File: config.mk
export PLATFORM = sky130hd
export DESIGN_NAME = apb_master_q_flat
export DESIGN_NICKNAME = d
export VERILOG_FILES = /design/src/rtl/apb_pkg.sv /design/src/rtl/apb_master_q_if.sv /design/src/rtl/apb_cmd_fifo.sv /design/src/rtl/apb_master_q.sv /design/src/flat_wrapper.sv
export SDC_FILE = /design/constraint.sdc
export NUM_CORES = 1
export LEC_CHECK = 0
export ABC_AREA = 1
export CAP_MARGIN = 0
export CORE_MARGIN = 10
export CORE_UTILIZATION = 52
export DETAILED_ROUTE_END_ITERATION = 10
export GPL_ROUTABILITY_DRIVEN = 0
export PLACE_DENSITY_LB_ADDON = 0.08
export SLEW_MARGIN = 40
export SYNTH_ARGS = -nofsm -noshare
export SYNTH_HDL_FRONTEND = slang
export SYNTH_SLANG_ARGS = --single-unit
File: constraint.sdc
create_clock -name PCLK -period 6.8 [get_ports PCLK]
set_clock_uncertainty 0.2 [all_clocks]
set_input_delay 1.36 -clock PCLK [delete_from_list [all_inputs] [get_ports PCLK]]
set_output_delay 1.36 -clock PCLK [all_outputs]
set_load 0.01 [all_outputs]
File: src/rtl/apb_pkg.sv
// Shared types for the queued APB4 master: FSM state encoding and the
// command record carried through the command FIFO.
package apb_pkg;

    // Widest address/data/strobe a queued command can carry.
    localparam int CMD_ADDR_W = 32;
    localparam int CMD_DATA_W = 32;
    localparam int CMD_STRB_W = CMD_DATA_W / 8;

    typedef enum logic [1:0] {
        IDLE   = 2'd0,
        SETUP  = 2'd1,
        ACCESS = 2'd2,
        RESP   = 2'd3
    } apb_state_t;

    typedef struct packed {
        logic                  write;
        logic [CMD_ADDR_W-1:0] addr;
        logic [CMD_DATA_W-1:0] wdata;
        logic [CMD_STRB_W-1:0] strb;
    } apb_cmd_t;

endpackage

File: src/rtl/apb_master_q_if.sv
// Bundle of the command port, response port and APB fabric signals of
// apb_master_q. The master modport is the block's own view.
interface apb_master_q_if #(
    parameter int ADDR_W  = 32,
    parameter int DATA_W  = 32,
    parameter int NUM_SLV = 4
);
    localparam int STRB_W = DATA_W / 8;

    // command side
    logic                      cmd_valid;
    logic                      cmd_ready;
    logic                      cmd_write;
    logic [ADDR_W-1:0]         cmd_addr;
    logic [DATA_W-1:0]         cmd_wdata;
    logic [STRB_W-1:0]         cmd_strb;

    // response side
    logic                      rsp_valid;
    logic                      rsp_ready;
    logic [DATA_W-1:0]         rsp_rdata;
    logic                      rsp_slverr;
    logic                      rsp_timeout;

    // APB fabric
    logic [NUM_SLV-1:0]        PSEL;
    logic                      PENABLE;
    logic                      PWRITE;
    logic [ADDR_W-1:0]         PADDR;
    logic [DATA_W-1:0]         PWDATA;
    logic [STRB_W-1:0]         PSTRB;
    logic [NUM_SLV*DATA_W-1:0] PRDATA;
    logic [NUM_SLV-1:0]        PREADY;
    logic [NUM_SLV-1:0]        PSLVERR;

    modport master (
        input  cmd_valid, cmd_write, cmd_addr, cmd_wdata, cmd_strb,
        output cmd_ready,
        output rsp_valid, rsp_rdata, rsp_slverr, rsp_timeout,
        input  rsp_ready,
        output PSEL, PENABLE, PWRITE, PADDR, PWDATA, PSTRB,
        input  PRDATA, PREADY, PSLVERR
    );

    modport slave (
        output cmd_valid, cmd_write, cmd_addr, cmd_wdata, cmd_strb,
        input  cmd_ready,
        input  rsp_valid, rsp_rdata, rsp_slverr, rsp_timeout,
        output rsp_ready,
        input  PSEL, PENABLE, PWRITE, PADDR, PWDATA, PSTRB,
        output PRDATA, PREADY, PSLVERR
    );

endinterface

File: src/rtl/apb_cmd_fifo.sv
// Synchronous first-word-fall-through FIFO. The head entry is always
// visible on rdata; pushes into a full FIFO and pops from an empty one
// are ignored.
module apb_cmd_fifo #(
    parameter int WIDTH = 8,
    parameter int DEPTH = 4
) (
    input  logic                   clk,
    input  logic                   rst,
    input  logic                   push,
    input  logic [WIDTH-1:0]       wdata,
    input  logic                   pop,
    output logic [WIDTH-1:0]       rdata,
    output logic                   full,
    output logic                   empty,
    output logic [$clog2(DEPTH):0] count
);
    localparam int AW = $clog2(DEPTH);

    logic [WIDTH-1:0] mem [DEPTH];
    logic [AW-1:0]    wr_ptr;
    logic [AW-1:0]    rd_ptr;
    logic             do_push;
    logic             do_pop;

    assign full    = (count == (AW + 1)'(DEPTH));
    assign empty   = (count == '0);
    assign do_push = push && !full;
    assign do_pop  = pop && !empty;
    assign rdata   = mem[rd_ptr];

    // Entry storage; payload needs no reset.
    always_ff @(posedge clk) begin
        if (do_push) begin
            mem[wr_ptr] <= wdata;
        end
    end

    // Pointers and occupancy; depth is a power of two so pointers wrap.
    always_ff @(posedge clk or posedge rst) begin
        if (rst) begin
            wr_ptr <= '0;
            rd_ptr <= '0;
            count  <= '0;
        end else begin
            if (do_push) begin
                wr_ptr <= wr_ptr + 1'b1;
            end
            if (do_pop) begin
                rd_ptr <= rd_ptr + 1'b1;
            end
            case ({do_push, do_pop})
                2'b10:   count <= count + 1'b1;
                2'b01:   count <= count - 1'b1;
                default: count <= count;
            endcase
        end
    end

endmodule

File: src/rtl/apb_master_q.sv
// Queued APB4 master. Commands are buffered in a FIFO, decoded to one
// PSEL line from an address field, and run as SETUP/ACCESS transfers with
// an optional wait-state timeout. Every command yields one response.
module apb_master_q
    import apb_pkg::*;
#(
    parameter int ADDR_W     = 32,
    parameter int DATA_W     = 32,
    parameter int NUM_SLV    = 4,
    parameter int SEL_LSB    = 12,
    parameter int FIFO_DEPTH = 4,
    parameter int TIMEOUT    = 16
) (
    input  logic                 PCLK,
    input  logic                 PRESET,
    apb_master_q_if.master       bus
);
    localparam int STRB_W  = DATA_W / 8;
    localparam int IDX_W   = (NUM_SLV > 1) ? $clog2(NUM_SLV) : 1;
    localparam int CMD_W   = $bits(apb_cmd_t);
    localparam int CNT_W   = $clog2(FIFO_DEPTH) + 1;
    localparam int TO_W    = (TIMEOUT > 2) ? $clog2(TIMEOUT) : 1;
    localparam int TO_LAST = (TIMEOUT > 0) ? TIMEOUT - 1 : 0;
    localparam bit TO_EN   = (TIMEOUT != 0);

    // FIFO plumbing
    apb_cmd_t         cmd_in;
    apb_cmd_t         head;
    logic [CMD_W-1:0] head_bits;
    logic             push;
    logic             pop;
    logic             fifo_full;
    logic             fifo_empty;
    logic [CNT_W-1:0] fifo_count;

    // Decoded head of queue
    logic [ADDR_W-1:0]  head_addr;
    logic [DATA_W-1:0]  head_wdata;
    logic [STRB_W-1:0]  head_strb;
    logic [IDX_W-1:0]   head_idx;
    logic               head_bad;
    logic [NUM_SLV-1:0] head_onehot;

    // Transfer and response registers
    apb_state_t         state;
    logic [IDX_W-1:0]   idx_r;
    logic [TO_W-1:0]    wait_cnt;
    logic [NUM_SLV-1:0] psel_r;
    logic               penable_r;
    logic               pwrite_r;
    logic [ADDR_W-1:0]  paddr_r;
    logic [DATA_W-1:0]  pwdata_r;
    logic [STRB_W-1:0]  pstrb_r;
    logic               rsp_valid_r;
    logic [DATA_W-1:0]  rsp_rdata_r;
    logic               rsp_slverr_r;
    logic               rsp_timeout_r;

    // Selected completer's return signals
    logic [DATA_W-1:0]  prdata_sel;
    logic               pready_sel;
    logic               pslverr_sel;
    logic               timed_out;

    assign push = bus.cmd_valid && !fifo_full;
    assign pop  = (state == IDLE) && !fifo_empty;

    // Pack the incoming command into the queued record.
    always_comb begin
        cmd_in       = '0;
        cmd_in.write = bus.cmd_write;
        cmd_in.addr  = CMD_ADDR_W'(bus.cmd_addr);
        cmd_in.wdata = CMD_DATA_W'(bus.cmd_wdata);
        cmd_in.strb  = CMD_STRB_W'(bus.cmd_strb);
    end

    apb_cmd_fifo #(
        .WIDTH (CMD_W),
        .DEPTH (FIFO_DEPTH)
    ) u_cmd_fifo (
        .clk   (PCLK),
        .rst   (PRESET),
        .push  (push),
        .wdata (cmd_in),
        .pop   (pop),
        .rdata (head_bits),
        .full  (fifo_full),
        .empty (fifo_empty),
        .count (fifo_count)
    );

    assign head       = apb_cmd_t'(head_bits);
    assign head_addr  = ADDR_W'(head.addr);
    assign head_wdata = DATA_W'(head.wdata);
    assign head_strb  = STRB_W'(head.strb);
    assign head_idx   = head_addr[SEL_LSB +: IDX_W];
    assign head_bad   = ({1'b0, head_idx} >= (IDX_W + 1)'(NUM_SLV));

    // One-hot select for the head command's completer.
    always_comb begin
        head_onehot = '0;
        for (int i = 0; i < NUM_SLV; i++) begin
            head_onehot[i] = (head_idx == IDX_W'(i));
        end
    end

    // Return-path mux steered only by the latched index.
    always_comb begin
        prdata_sel  = '0;
        pready_sel  = 1'b0;
        pslverr_sel = 1'b0;
        for (int i = 0; i < NUM_SLV; i++) begin
            if (idx_r == IDX_W'(i)) begin
                prdata_sel  = bus.PRDATA[i*DATA_W +: DATA_W];
                pready_sel  = bus.PREADY[i];
                pslverr_sel = bus.PSLVERR[i];
            end
        end
    end

    assign timed_out = TO_EN && (wait_cnt == TO_W'(TO_LAST));

    // Transfer FSM with registered APB and response outputs.
    always_ff @(posedge PCLK or posedge PRESET) begin
        if (PRESET) begin
            state         <= IDLE;
            idx_r         <= '0;
            wait_cnt      <= '0;
            psel_r        <= '0;
            penable_r     <= 1'b0;
            pwrite_r      <= 1'b0;
            paddr_r       <= '0;
            pwdata_r      <= '0;
            pstrb_r       <= '0;
            rsp_valid_r   <= 1'b0;
            rsp_rdata_r   <= '0;
            rsp_slverr_r  <= 1'b0;
            rsp_timeout_r <= 1'b0;
        end else begin
            case (state)
                IDLE: begin
                    if (!fifo_empty) begin
                        idx_r <= head_idx;
                        if (head_bad) begin
                            // No completer at this index: answer without
                            // touching the bus so PADDR etc. keep their values.
                            rsp_valid_r   <= 1'b1;
                            rsp_rdata_r   <= '0;
                            rsp_slverr_r  <= 1'b1;
                            rsp_timeout_r <= 1'b0;
                            state         <= RESP;
                        end else begin
                            psel_r   <= head_onehot;
                            pwrite_r <= head.write;
                            paddr_r  <= head_addr;
                            pwdata_r <= head_wdata;
                            pstrb_r  <= head.write ? head_strb : '0;
                            state    <= SETUP;
                        end
                    end
                end
                SETUP: begin
                    penable_r <= 1'b1;
                    wait_cnt  <= '0;
                    state     <= ACCESS;
                end
                ACCESS: begin
                    if (pready_sel) begin
                        psel_r        <= '0;
                        penable_r     <= 1'b0;
                        rsp_valid_r   <= 1'b1;
                        rsp_rdata_r   <= (!pwrite_r && !pslverr_sel) ? prdata_sel : '0;
                        rsp_slverr_r  <= pslverr_sel;
                        rsp_timeout_r <= 1'b0;
                        state         <= RESP;
                    end else if (timed_out) begin
                        psel_r        <= '0;
                        penable_r     <= 1'b0;
                        rsp_valid_r   <= 1'b1;
                        rsp_rdata_r   <= '0;
                        rsp_slverr_r  <= 1'b0;
                        rsp_timeout_r <= 1'b1;
                        state         <= RESP;
                    end else begin
                        wait_cnt <= wait_cnt + 1'b1;
                    end
                end
                RESP: begin
                    if (bus.rsp_ready) begin
                        rsp_valid_r <= 1'b0;
                        state       <= IDLE;
                    end
                end
                default: state <= IDLE;
            endcase
        end
    end

    assign bus.cmd_ready   = (fifo_count != CNT_W'(FIFO_DEPTH));
    assign bus.rsp_valid   = rsp_valid_r;
    assign bus.rsp_rdata   = rsp_rdata_r;
    assign bus.rsp_slverr  = rsp_slverr_r;
    assign bus.rsp_timeout = rsp_timeout_r;
    assign bus.PSEL        = psel_r;
    assign bus.PENABLE     = penable_r;
    assign bus.PWRITE      = pwrite_r;
    assign bus.PADDR       = paddr_r;
    assign bus.PWDATA      = pwdata_r;
    assign bus.PSTRB       = pstrb_r;

endmodule

File: src/flat_wrapper.sv
// flat-port wrapper written by rule: the top's interface ports become plain ports
module apb_master_q_flat import apb_pkg::*;
#(
    parameter int ADDR_W     = 32,
    parameter int DATA_W     = 32,
    parameter int NUM_SLV    = 4,
    parameter int SEL_LSB    = 12,
    parameter int FIFO_DEPTH = 4,
    parameter int TIMEOUT    = 16
)
  (PCLK, PRESET, bus_cmd_valid, bus_cmd_write, bus_cmd_addr, bus_cmd_wdata, bus_cmd_strb, bus_cmd_ready, bus_rsp_valid, bus_rsp_rdata, bus_rsp_slverr, bus_rsp_timeout, bus_rsp_ready, bus_PSEL, bus_PENABLE, bus_PWRITE, bus_PADDR, bus_PWDATA, bus_PSTRB, bus_PRDATA, bus_PREADY, bus_PSLVERR);
  apb_master_q_if #(.ADDR_W(ADDR_W), .DATA_W(DATA_W), .NUM_SLV(NUM_SLV)) bus_i ();
  input  logic PCLK;
  input  logic PRESET;
  input wire logic [$bits(bus_i.cmd_valid)-1:0] bus_cmd_valid;
  input wire logic [$bits(bus_i.cmd_write)-1:0] bus_cmd_write;
  input wire logic [$bits(bus_i.cmd_addr)-1:0] bus_cmd_addr;
  input wire logic [$bits(bus_i.cmd_wdata)-1:0] bus_cmd_wdata;
  input wire logic [$bits(bus_i.cmd_strb)-1:0] bus_cmd_strb;
  output wire logic [$bits(bus_i.cmd_ready)-1:0] bus_cmd_ready;
  output wire logic [$bits(bus_i.rsp_valid)-1:0] bus_rsp_valid;
  output wire logic [$bits(bus_i.rsp_rdata)-1:0] bus_rsp_rdata;
  output wire logic [$bits(bus_i.rsp_slverr)-1:0] bus_rsp_slverr;
  output wire logic [$bits(bus_i.rsp_timeout)-1:0] bus_rsp_timeout;
  input wire logic [$bits(bus_i.rsp_ready)-1:0] bus_rsp_ready;
  output wire logic [$bits(bus_i.PSEL)-1:0] bus_PSEL;
  output wire logic [$bits(bus_i.PENABLE)-1:0] bus_PENABLE;
  output wire logic [$bits(bus_i.PWRITE)-1:0] bus_PWRITE;
  output wire logic [$bits(bus_i.PADDR)-1:0] bus_PADDR;
  output wire logic [$bits(bus_i.PWDATA)-1:0] bus_PWDATA;
  output wire logic [$bits(bus_i.PSTRB)-1:0] bus_PSTRB;
  input wire logic [$bits(bus_i.PRDATA)-1:0] bus_PRDATA;
  input wire logic [$bits(bus_i.PREADY)-1:0] bus_PREADY;
  input wire logic [$bits(bus_i.PSLVERR)-1:0] bus_PSLVERR;
  assign bus_i.cmd_valid = bus_cmd_valid;
  assign bus_i.cmd_write = bus_cmd_write;
  assign bus_i.cmd_addr = bus_cmd_addr;
  assign bus_i.cmd_wdata = bus_cmd_wdata;
  assign bus_i.cmd_strb = bus_cmd_strb;
  assign bus_cmd_ready = bus_i.cmd_ready;
  assign bus_rsp_valid = bus_i.rsp_valid;
  assign bus_rsp_rdata = bus_i.rsp_rdata;
  assign bus_rsp_slverr = bus_i.rsp_slverr;
  assign bus_rsp_timeout = bus_i.rsp_timeout;
  assign bus_i.rsp_ready = bus_rsp_ready;
  assign bus_PSEL = bus_i.PSEL;
  assign bus_PENABLE = bus_i.PENABLE;
  assign bus_PWRITE = bus_i.PWRITE;
  assign bus_PADDR = bus_i.PADDR;
  assign bus_PWDATA = bus_i.PWDATA;
  assign bus_PSTRB = bus_i.PSTRB;
  assign bus_i.PRDATA = bus_PRDATA;
  assign bus_i.PREADY = bus_PREADY;
  assign bus_i.PSLVERR = bus_PSLVERR;
  apb_master_q #(.ADDR_W(ADDR_W), .DATA_W(DATA_W), .NUM_SLV(NUM_SLV), .SEL_LSB(SEL_LSB), .FIFO_DEPTH(FIFO_DEPTH), .TIMEOUT(TIMEOUT)) u_core (.PCLK(PCLK), .PRESET(PRESET), .bus(bus_i));
endmodule
==> results of run 1 <==
-- metal layers --
layer / vias up / wire, microns / part of all wire [%]
li1: 5873 / - / -
met1: 5867 / 18500 / 40
met2: 458 / 22800 / 49
met3: 61 / 3730 / 8.1
met4: 2 / 1090 / 2.4
met5: - / 12 / 0.026
-- power breakdown --
group          internal [mW]  switching, mW  total (mW)
Clock                   1.27          0.891        2.16
Combinational           1.41           2.31        3.72
Sequential              3.29          0.348        3.64
Total                   5.97           3.54        9.52
-- state kept, by name, summed over array words and instances (netlist names) --
signal / count
u_core.u_cmd_fifo.mem: 276
u_core.bus.PADDR: 32
u_core.bus.PWDATA: 32
u_core.bus.rsp_rdata: 32
u_core.bus.PSEL: 4
u_core.bus.PSTRB: 4
u_core.wait_cnt: 4
u_core.u_cmd_fifo.count: 3
u_core.state: 2
u_core.u_cmd_fifo.rd_ptr: 2
u_core.u_cmd_fifo.wr_ptr: 2
u_core.bus.PENABLE: 1
u_core.bus.PWRITE: 1
u_core.bus.rsp_slverr: 1
u_core.bus.rsp_timeout: 1
u_core.bus.rsp_valid: 1
-- layout make-up --
cell class	count	area [sq um]	share of cell area (%)
clock buffer	48	1060	4.95
tap	402	503	2.35
timing repair buffer	338	3400	15.9
sequential	398	11300	52.9
clock inverter	24	236	1.10
multi-input combinational	997	4630	21.6
antenna	2	5.00	0.0233
inverter	67	264	1.23
-- layout by cell type, fill, tap and decap left out, types with 6 or more instances in the layout --
cell / Yosys / routed
nand3_1: 96 / 96
nand2_1: 212 / 212
clkdlybuf4s50_1: 0 / 318
dfrtp_1: 122 / 120
o21ai_0: 167 / 167
buf_4: 3 / 12
nor2_1: 366 / 361
edfxtp_1: 276 / 276
a31oi_1: 62 / 62
clkbuf_16: 0 / 40
inv_1: 62 / 61
nand3b_1: 14 / 14
clkinv_2: 0 / 10
clkinv_1: 2 / 6
or2_2: 34 / 34
nand4_1: 10 / 10
ha_1: 10 / 10
-- worst max path at each step --
| stage | end | slack, ps | cells after the start | from |
|---|---|---|---|---|
| floorplan | u_core.u_cmd_fifo.mem[0][0] | 1680 | 2 | bus_cmd_valid |
| global placement | u_core.u_cmd_fifo.mem[3][6] | 2660 | 4 | bus_cmd_valid |
| detailed placement | u_core.u_cmd_fifo.mem[0][62] | 2900 | 5 | bus_cmd_valid |
| CTS | bus_PADDR[13] | 3340 | 2 | u_core.bus.PADDR[13] |
| global route | bus_PADDR[13] | 3290 | 2 | u_core.bus.PADDR[13] |
| finish | bus_PADDR[13] | 3360 | 2 | u_core.bus.PADDR[13] |
-- kinds of logic after synthesis --
kind of cell | Yosys count | synth area share (%)
simple gates | 743 | 18.8
compound gates | 238 | 7.72
flops | 398 | 68.2
fa+ha+maj | 11 | 0.872
buf+inv | 159 | 4.22
xor+xnor | 5 | 0.263
-- stage by stage --
| stage | instance area [sq um] | instances | util (%) | total power, mW |
|---|---|---|---|---|
| 2_1_floorplan | 16600 | 1554 | - | 5.93 |
| 3_3_place_gp | 20100 | 2199 | 63.5 | 7.33 |
| 3_5_place_dp | 20100 | 2202 | 63.8 | 7.43 |
| 4_1_cts | 21400 | 2274 | 67.9 | 9.60 |
| 5_1_grt | 21400 | 2275 | 68.0 | 10.2 |
| 6_report | 21400 | 2276 | 68.0 | 9.52 |
==> impl_metrics.py, run 1 <==
metrics = {
    "placement": {
        "io_buffer_count": 318,
        "dp_slack_ps": 2900,
        "dp_hpwl_microns": 30600,
    },
    "setup_path": {
        "worstPathCellList": "buf_4 -> clkdlybuf4s50_1",
        "cp_top_family": "buffers and inverters",
        "path_max_fanout": 39,
        "rr_endpoint": "u_core.u_cmd_fifo.count[2]",
        "slowest_stage": "clkdlybuf4s50_1",
        "path_class": "reg2out",
        "reg2reg_slack_ps": 3770,
        "reg2reg_depth": 10,
        "crit_arrival_ps": 1880,
        "r2r_start": "u_core.state[0]",
        "cp.required_ps": 5240,
        "worstSetupEndpointType": "output port",
        "cp-start-kind": "flop",
        "cp_slowest_stage_delay_ps": 620,
        "worst-path-buf-inv": 2,
    },
    "global_routing": {
        "gr-usage-met2_pct": 39.3,
        "grt_use_total_pct": 22.8,
        "use_met3_pct": 5.63,
        "antenna_found_initial": 3,
        "grt_max_degree": 97,
        "grt_pass1_wl_microns": 70600,
        "grt_pass1_vias": 12200,
        "top_usage_layer": "met2",
        "grtUsageMet1_pct": 27.9,
        "grt-ovfl-total": 0,
    },
    "die": {
        "die_h_microns": 199,
        "initial_core_util_pct": 52.7,
        "die_area_sq_um": 39600,
        "rows": 65,
        "coreArea_sq_um": 31600,
        "ios": 319,
        "die_w_microns": 199,
    },
    "worst_hold_path": {
        "hold_depth": 1,
        "min_from": "u_core.u_cmd_fifo.count[0]",
        "hold_class": "reg2reg",
        "holdPathEnd": "u_core.u_cmd_fifo.count[0]",
    },
    "power": {
        "leakagePower_nw": 8.31,
        "p_per_area_nw_per_um2": 444,
        "peakVddDrop_mv": 0.325,
    },
    "flow_run": {
        "cap_violations": 0,
    },
    "logic_synthesis": {
        "synth_largest_area_cell": "edfxtp_1",
        "yosysMostFrequentCell": "nor2_1",
        "synth_cell_types": 34,
        "ys_top_cells_by_area": "edfxtp_1 50%, dfrtp_1 18%, nor2_1 8.3%",
        "synth_area_sq_um": 16600,
        "avgSynthCellArea_sq_um": 10.7,
        "syn_nets": 1774,
        "yosys_warnings": 0,
        "async_flop_share_pct": 30.7,
        "synth-seq-cells": 398,
        "syn_inst": 1554,
        "synth_common_cells": "366 x nor2_1, 276 x edfxtp_1, 212 x nand2_1",
        "synth_top_area_share_pct": 49.8,
        "synth_edf_count": 276,
        "ys.flop_type": "edfxtp_1",
        "ys_seq_area_share_pct": 68.2,
    },
    "drt": {
        "dr.pass1.iters": 6,
        "vias": 12300,
        "antenna_left": 0,
        "viasPerCell": 5.39,
        "finalWirelength_microns": 46100,
        "drc": 0,
        "wl_per_cell_microns": 20.3,
        "drt-initial-drc-count": 884,
    },
    "sta": {
        "hold_violations": 0,
        "finalCriticalPeriod_ps": 3440,
        "layout_setup_ws_ps": 3360,
        "rsz0062_at_grt": "false",
        "relSlewSlack_pct": 45.8,
        "finalSetupTns_ps": 0,
        "finalCritPeriodShare_pct": 50.6,
        "setup_viol": 0,
        "worst_pin_slew_ps": 813,
        "fmax_ghz": 0.291,
        "final_max_slew_viol_count": 0,
        "hold_slack_ps": 274,
    },
    "layout": {
        "final_nets": 2061,
        "fillers": 2413,
        "area_growth_pct": 28.9,
        "drive_gt1_share_pct": 7.37,
    },
    "cts": {
        "clkSlewWorstSetupHoldPaths_ps": 60,
        "clock_latency_ps": 530,
        "clock-root-buffer": "clkbuf_16",
        "cts_resized": 0,
        "cts_setup_buffers": 0,
        "cts.path.max_buffers": 3,
        "cts_tree": "yes",
        "numCtsBuffers": 39,
        "htree_levels": 2,
        "cts_sinks": 398,
        "cts_hold_buf": 0,
    },
    "status": {
        "status": "finished clean",
    },
}
(Power assumes the default switching activity.)
==> run 2: changes to the inputs <==
--- a/config.mk
+++ b/config.mk
@@ -8,7 +8,7 @@
 export ABC_AREA = 1
 export CAP_MARGIN = 0
 export CORE_MARGIN = 10
-export CORE_UTILIZATION = 52
+export CORE_UTILIZATION = 47
 export DETAILED_ROUTE_END_ITERATION = 10
 export GPL_ROUTABILITY_DRIVEN = 0
 export PLACE_DENSITY_LB_ADDON = 0.08
==> constraint.sdc (replaced) <==
create_clock -name PCLK -period 2.8 [get_ports PCLK]
set_clock_uncertainty 0.2 [all_clocks]
set_input_delay 0.56 -clock PCLK [delete_from_list [all_inputs] [get_ports PCLK]]
set_output_delay 0.56 -clock PCLK [all_outputs]
set_load 0.01 [all_outputs]
==> run 2 against run 1 <==
Compared with the run above: global-route usage is 1.6 points lower; total power is 150% higher; combinational power grew to 2.5 times the previous value; final area is 1.5% higher; cell count is 3.1% higher; routed wire length is 2.0% higher; sequential share of layout area is 0.79 points lower; sequential power is 140% higher; setup slack worse by 3300 ps; critical path type unchanged; critical endpoint is now bus_PADDR[12]; largest cell class unchanged; largest power group unchanged.
==> impl_metrics.py, run 2 (synthesized netlist as in run 1, its figures left out) <==
metrics = {
    "setup_path": {
        "r2r_start": "u_core.bus.PADDR[12]",
        "path_max_fanout": 18,
        "rr_endpoint": "u_core.bus.rsp_rdata[24]",
        "cp_slowest_stage_delay_ps": 570,
        "slowest_stage": "clkdlybuf4s50_1",
        "reg2reg_depth": 8,
        "crit_arrival_ps": 1930,
        "reg2reg_slack_ps": 520,
        "cp.required_ps": 2040,
        "path_class": "reg2out",
        "cp-start-kind": "flop",
        "worstSetupEndpointType": "output port",
        "worstPathCellList": "buf_4 -> clkdlybuf4s50_1",
    },
    "flow_run": {
        "cap_violations": 0,
    },
    "die": {
        "die_h_microns": 208,
        "die_area_sq_um": 43300,
        "rows": 68,
        "initial_core_util_pct": 47.9,
        "coreArea_sq_um": 34700,
        "ios": 319,
        "die_w_microns": 208,
    },
    "power": {
        "clock_power_share_pct": 22.7,
        "pwr-share-seq_pct": 37.3,
        "netSwitchingPower_mw": 8.65,
        "p_per_area_nw_per_um2": 1080,
        "peakVddDrop_mv": 0.675,
        "switching_share_pct": 36.9,
        "leakagePower_nw": 8.43,
        "p_total_mw": 23.5,
        "p_int_mw": 14.8,
        "combinationalPowerShare_pct": 40.0,
    },
    "layout": {
        "largest_reg_flops": 276,
        "final_cells": 2346,
        "final_util_pct": 62.7,
        "multi_input_area_sq_um": 4630,
        "drive_gt1_share_pct": 7.94,
        "fillers": 2786,
        "area_growth_pct": 30.8,
        "regArea_sq_um": 11300,
        "final_area_sq_um": 21800,
        "regMostFlops": "u_core.u_cmd_fifo.mem",
        "final_common_cell": "nor2_1",
        "final_cell_mix": "361 x nor2_1, 318 x clkdlybuf4s50_1, 276 x edfxtp_1",
        "final_nets": 2078,
    },
    "sta": {
        "layout_setup_ws_ps": 105,
        "rsz0062_at_grt": "false",
        "setup_viol": 0,
        "relSlewSlack_pct": 55.7,
        "finalSetupTns_ps": 0,
        "worst_pin_slew_ps": 664,
        "hold_slack_ps": 275,
        "finalCritPeriodShare_pct": 96.2,
        "fmax_ghz": 0.371,
        "final_max_slew_viol_count": 0,
        "hold_violations": 0,
        "finalCriticalPeriod_ps": 2690,
    },
    "global_routing": {
        "grt_pass1_wl_microns": 73200,
        "grt_max_degree": 140,
        "antenna_found_initial": 2,
        "grt_use_total_pct": 21.2,
        "grt_pass1_vias": 12400,
        "grt-ovfl-total": 0,
    },
    "drt": {
        "viasPerCell": 5.22,
        "drt-initial-drc-count": 894,
        "vias": 12300,
        "dr.pass1.iters": 5,
        "drc": 0,
        "wl_per_cell_microns": 20.1,
        "antenna_left": 0,
        "finalWirelength_microns": 47100,
    },
    "placement": {
        "dp_hpwl_microns": 31900,
        "dpl_cell_area_sq_um": 20400,
        "dp_slack_ps": 283,
        "place_inst": 2270,
        "io_buffer_count": 318,
    },
    "cts": {
        "clock-root-buffer": "clkbuf_16",
        "cts_tree": "yes",
        "cts_resized": 0,
        "cts_setup_buffers": 0,
        "cts.path.max_buffers": 3,
        "htree_levels": 2,
        "clock_latency_ps": 520,
        "numCtsBuffers": 41,
        "clkSlewWorstSetupHoldPaths_ps": 60,
        "cts_hold_buf": 0,
        "cts_sinks": 398,
    },
    "status": {
        "status": "finished clean",
    },
    "worst_hold_path": {
        "hold_class": "in2async",
    },
}
run 2: cell types whose count changed in the layout (fill, tap and decap cells not counted), moves of 2 or more:
| cell | before | now |
|---|---|---|
| clkbuf_16 | 40 | 42 |
| clkbuf_1 | 5 | 14 |
| clkbuf_8 | 3 | 5 |
| clkinv_1 | 6 | 3 |
| clkinv_2 | 10 | 6 |
| buf_16 | 2 | 0 |
| buf_4 | 12 | 19 |
| buf_6 | 5 | 1 |
| buf_12 | 0 | 15 |
run 2: power by group through the flow:
stage	Sequential (mW)	Clock [mW]	Combinational (mW)
final	8.76	5.32	9.37
after global routing	8.90	5.72	10.5
after CTS	8.78	5.43	9.53
after detailed placement	8.88	0	9.49
after global placement	8.86	0	9.36
after floorplan	8.95	0	5.41
run 2: layer usage:
metal | wire length, microns | vias up | GRT usage [%]
li1 | - | 5898 | -
met1 | 19600 | 5888 | 26.8
met2 | 22900 | 396 | 35.2
met3 | 3130 | 71 | 5.23
met4 | 1410 | 4 | 7.00
met5 | 25 | - | 0
run 2: area by class of cell:
cell class,instances,share of cell area (%)
clock inverters,14,0.701
flip-flops and latches,398,52.1
clock buffers,61,5.39
multi-input cells,997,21.3
repair buffers,353,16.7
well taps,455,2.61
inverters,67,1.20
diodes,1,0.0115
run 2: worst max path at each step:
stage                               start                     endpoint  cells after the start
3_5_place_dp                bus_PREADY[2]      u_core.bus.rsp_rdata[7]                      7
3_3_place_gp                bus_PREADY[2]     u_core.bus.rsp_rdata[10]                      7
2_1_floorplan  u_core.u_cmd_fifo.count[0]  u_core.u_cmd_fifo.mem[0][0]                      4
4_1_cts              u_core.bus.PADDR[12]                bus_PADDR[12]                      2
5_1_grt              u_core.bus.PADDR[12]                bus_PADDR[12]                      2
6_report             u_core.bus.PADDR[12]                bus_PADDR[12]                      2
run 2: critical path, delay by kind of cell, from the launching register on:
kind / cells / cell delay [ps]
buf+inv: 2 / 860
flops: 1 / 550
==> variant 1: new RTL, flow settings as in run 1 <==
Encoding of `apb_state_t`: now Gray code (2 bits for 4 states).
--- a/src/rtl/apb_pkg.sv
+++ b/src/rtl/apb_pkg.sv
@@ -9,8 +9,8 @@
 
     typedef enum logic [1:0] {
-        IDLE   = 2'd0,
-        SETUP  = 2'd1,
-        ACCESS = 2'd2,
-        RESP   = 2'd3
+        IDLE   = 2'b00,
+        SETUP  = 2'b01,
+        ACCESS = 2'b11,
+        RESP   = 2'b10
     } apb_state_t;
 
Formal check against the unedited RTL: same outputs for any inputs over 4 cycles, from zero or initial values and one cycle with PRESET high; so few cycles prove little.
==> variant 1 against run 1 <==
  * Sequential cell count unchanged
  * Critical path depth increased by 1
  * Total power decreased by 3.7%
  * Wire length decreased by 3.4%
  * Via count decreased by 3.7%
  * Highest routed layer unchanged
  * Area after synthesis decreased by 1.7%
  * Sequential power about the same
  * Global-route usage decreased by 0.50 points
  * Final cell count decreased by 3.1%
  * Final area decreased by 2.2%
  * Setup slack improved by 0.086 ns
  * First-iteration DRC count increased by 1.8%
==> variant 1: results (changes against run 1) <==
----------------------------------------------------
[Routing]
  Detailed Route Iter0 Violations ... 900 (+1.8%)
  Number of optimization iterations in the first detailed-route pass ... 5 (-1)
  Mean routed wirelength per cell ... 20.2 um (-0.30%)
  Per-cell via count in the routed design ... 5.35 (-0.60%)

[Setup path]
  Reg-to-reg slack, setup ... 3.94 ns (+0.17 ns)
  Worst setup path startpoint ... u_core.u_cmd_fifo.count[0]
  Maximum fanout encountered on the critical timing path ... 4 (-90%)
  Critical path data arrival time ... 1.80 ns (-0.08 ns)
  Worst setup path endpoint ... bus_cmd_ready
  Critical path's largest stage delay ... 0.58 ns (-0.04 ns)
  Critical register-to-register path endpoint ... u_core.bus.PSTRB[3]
  Worst r2r path cells ... 6 (-4)

[Cells and area]
  Layout non-clock buf frac ... 0.157 (-0.00119)
  Clock buffer instance count of the final layout ... 51 (+6.3%)
  Seq area share ... 0.541 (+0.0121)
  Ratio of cells with drive above 1 in the final layout ... 0.0553 (-0.0184)
  Flip-flop count of the largest register after layout ... 276 (unchanged)
  Clock-cell share of area ... 0.0600 (-0.000541)
  Area of combinational cells with multiple inputs ... 4230 um2 (-8.6%)
  Number of signal-net buffers in the layout ... 331 (-2.1%)
  Fill count ... 2320 (-3.9%)
  Multi-input gate count ... 921 (-7.6%)
  Post-layout nets ... 1993 (-3.3%)

[Outcome]
  Run status ... finished, final reports clean

[Synth]
  Largest cells by area after synthesis ... edfxtp_1 (51%), dfrtp_1 (19%), nor2_1 (8.0%)
  Fraction of the mapped netlist area in adder cells ... 0.00582 (-0.00291)
  Synth Area in Compound Gates ... 0.0891 (+0.0119)
  Distinct cell type count after synthesis ... 37 (+8.8%)
  Post-synth net total ... 1706 (-3.8%)
  Most common library cells after synthesis ... nor2_1 (348), edfxtp_1 (276), nand2_1 (193), o21ai_0 (174), dfrtp_1 (122)
  Post-synthesis sequential area ratio ... 0.694 (+0.0121)
  Post-synthesis xor/xnor area fraction ... 0.00268 (+0.0000467)

[Min path]
  Hold path start ... u_core.bus.rsp_slverr
  Number of cells on the worst hold path ... 2 (+1)
  Worst min-delay path endpoint ... u_core.bus.rsp_slverr

[GRT]
  First-pass GRT wire length ... 68100 um (-3.4%)
  Antenna violations before repair ... 4 (+1)
  Largest net degree at the start of global routing ... 140 (+44%)
  Total global routing track utilization ... 0.223 (-0.00503)

[Pwr]
  Lkg Pwr ... 8.09 nW (-2.7%)
  Power of the combinational group ... 3.44 mW (-7.5%)
  Power attributed to the clock group ... 2.09 mW (-3%)
  Largest voltage drop on the vdd net ... 0.000284 V (-12%)
  P_sw ... 3.37 mW (-4.9%)

[Clock network]
  Number of CTS-inserted buffers ... 40 (+2.6%)
  Buffer levels on the longest clock path ... 3 (unchanged)

[Place]
  Half-perimeter wire length after detailed placement ... 29200 um (-4.6%)

[STA]
  Relative max-transition margin ... 0.473 (+0.0153)

----------------------------------------------------
-- variant 1: changes by cell type after synthesis, sizes merged, moves of 16 or more --
cell / before / now
buf: 37 / 55
o21ai: 169 / 185
nand3: 98 / 81
nor2: 368 / 352
or2: 35 / 2
inv: 65 / 84
nand2: 218 / 196
clkbuf: 55 / 31
-- variant 1: stage by stage --
stage	worst slack [ns]	instances	hold slack [ns]	power, mW	area [um2]
final	3.44	2205	0.278	9.17	21000
after global routing	3.35	2205	0.301	9.75	21000
after CTS	3.42	2205	0.281	9.26	21000
after detailed placement	2.90	2131	0.267	7.16	19700
after global placement	2.91	2131	0.261	7.08	19700
after floorplan	1.68	1490	0.246	5.76	16400
-- variant 1: per-layer routing --
layer / GRT usage / share of wire / vias up
met5: 0 / 0.00092 / -
met4: 0.0652 / 0.022 / 8
met3: 0.0560 / 0.084 / 60
met2: 0.372 / 0.49 / 393
met1: 0.283 / 0.40 / 5679
li1: - / - / 5667
==> variant 2: new RTL, config.mk and constraints of run 1 <==
Without the edit above. `TIMEOUT` is set to 16 in 2 places; all go to 32.
--- a/src/rtl/apb_master_q.sv
+++ b/src/rtl/apb_master_q.sv
@@ -10,5 +10,5 @@
     parameter int SEL_LSB    = 12,
     parameter int FIFO_DEPTH = 4,
-    parameter int TIMEOUT    = 16
+    parameter int TIMEOUT    = 32
 ) (
     input  logic                 PCLK,
--- a/src/flat_wrapper.sv
+++ b/src/flat_wrapper.sv
@@ -7,5 +7,5 @@
     parameter int SEL_LSB    = 12,
     parameter int FIFO_DEPTH = 4,
-    parameter int TIMEOUT    = 16
+    parameter int TIMEOUT    = 32
 )
   (PCLK, PRESET, bus_cmd_valid, bus_cmd_write, bus_cmd_addr, bus_cmd_wdata, bus_cmd_strb, bus_cmd_ready, bus_rsp_valid, bus_rsp_rdata, bus_rsp_slverr, bus_rsp_timeout, bus_rsp_ready, bus_PSEL, bus_PENABLE, bus_PWRITE, bus_PADDR, bus_PWDATA, bus_PSTRB, bus_PRDATA, bus_PREADY, bus_PSLVERR);
Behaviour: same outputs for any inputs over 4 cycles, from zero or initial values and one cycle with PRESET high; that may be too few to reach the edited logic, so the function may still have changed.
==> variant 2 against run 1 <==
  * Total power up 0.33%
  * Final area increased by 0.12%
  * Setup slack worse by 0.29 ns
  * First-iteration DRC count down 13%
  * Area after synthesis about the same
  * Sequential cell count increased by 1
  * Wire length is 0.31% lower
  * Critical path depth rose by 2
  * Critical path type is now in2reg
  * Critical endpoint is now u_core.u_cmd_fifo.mem[1][1]
==> variant 2: results (changes against run 1) <==
----------------------------------------------------
[Setup path]
  Maximum fanout encountered on the critical timing path ... 47 (+21%)
  Endpoint class of the critical path ... flip-flop
  Worst r2r path cells ... 5 (-5)
  Reg-to-reg slack, setup ... 3.78 ns (about the same)
  Worst path slowest cell ... nor2_4
  Worst setup path startpoint ... bus_cmd_valid
  Reg-to-reg critical path startpoint ... u_core.u_cmd_fifo.count[0]
  Critical register-to-register path endpoint ... u_core.u_cmd_fifo.mem[1][1]
  Critical path data arrival time ... 3.68 ns (+1.80 ns)
  Critical path's largest stage delay ... 0.73 ns (+0.11 ns)

[Synth]
  Most common library cells after synthesis ... nor2_1 (367), edfxtp_1 (276), nand2_1 (216), o21ai_0 (165), dfrtp_1 (123)
  Post-synth net total ... 1777 (+0.17%)
  Async S/R FF share, synth ... 0.308 (+0.00174)
  Mapped Cells ... 1556 (+0.13%)
  Largest cells by area after synthesis ... edfxtp_1 (50%), dfrtp_1 (19%), nor2_1 (8.3%)
  Post-synthesis sequential area ratio ... 0.683 (+0.00181)

[Pwr]
  P_sw ... 3.55 mW (+0.10%)
  Largest voltage drop on the vdd net ... 0.000313 V (-3.6%)
  PD cells ... 445 nW/um2 (+0.21%)
  Lkg Pwr ... 8.32 nW (about the same)
  Combinational group share of total power ... 0.388 (-0.003)

[Routing]
  Number of optimization iterations in the first detailed-route pass ... 5 (-1)
  Mean routed wirelength per cell ... 20.2 um (-0.27%)
  Detailed Route Iter0 Violations ... 770 (-13%)
  Per-cell via count in the routed design ... 5.40 (+0.31%)

[Outcome]
  Run status ... finished, final reports clean

[Min path]
  Hold path start ... u_core.bus.rsp_rdata[14]
  Number of cells on the worst hold path ... 2 (+1)
  Worst min-delay path endpoint ... u_core.bus.rsp_rdata[14]

[Cells and area]
  Post-layout nets ... 2062 (+0.049%)
  Ratio of cells with drive above 1 in the final layout ... 0.0711 (-0.00263)
  Post-route non-filler standard cell count ... 2275 (-0.044%)

[Place]
  Setup Slack @ Placement ... 2.48 ns (-0.425 ns)
  Cell area after placement ... 20200 um2 (about the same)
  Placed Cells ... 2201 (-0.045%)
  Half-perimeter wire length after detailed placement ... 30200 um (-1.2%)

[STA]
  Setup-failing EPs final ... 0 (unchanged)
  Share of the clock period used by the worst path ... 0.549 (+0.0427)
  Relative max-transition margin ... 0.433 (-0.0244)
  Worst Hold Margin ... 0.283 ns (+0.00891 ns)

[GRT]
  First-pass GRT wire length ... 70400 um (-0.24%)
  Antenna violations before repair ... 4 (+1)
  Vias in the first global route ... 12300 (+0.42%)
  Met3 Track Usage GR ... 0.0573 (+0.00101)
  Total global routing track utilization ... 0.227 (-0.000980)
  Largest net degree at the start of global routing ... 140 (+44%)
  Met1 Resource Use GR ... 0.270 (-0.00870)
  Global-route track usage on met2 ... 0.394 (+0.000630)

[Clock network]
  Number of CTS-inserted buffers ... 40 (+2.6%)
  CTS Root Cell ... clkbuf_16

----------------------------------------------------
variant 2: changes by cell type in the layout (fill, tap and decap cells not counted), moves of 3 or more:
cell	delta
clkbuf_1	+3
inv_1	-3
nand2_1	+4
clkinv_2	-5
nand3_1	-3
o21ai_1	+3
variant 2: area by class of cell:
cell class | instances | area (um2)
timing repair buffer | 335 | 3380
antenna | 2 | 5.00
inverter | 64 | 258
multi-input combinational | 1001 | 4640
sequential | 399 | 11400
clock buffer | 53 | 1100
clock inverter | 19 | 213
fill | 2292 | 10100
tap | 402 | 503
variant 2: cell families after synthesis:
kind of cell    count (synthesis)  synth area share
compound gates                239            0.0776
fa+ha+maj                      12           0.00948
flops                         399             0.683
simple gates                  746             0.188
xor+xnor                        4           0.00211
buf+inv                       156            0.0396
variant 2: routing by layer:
layer  vias up  share of wire
met1      5937           0.40
li1       5870              -
met2       400           0.49
met4         4          0.031
met3        83          0.081
met5         -        0.00067
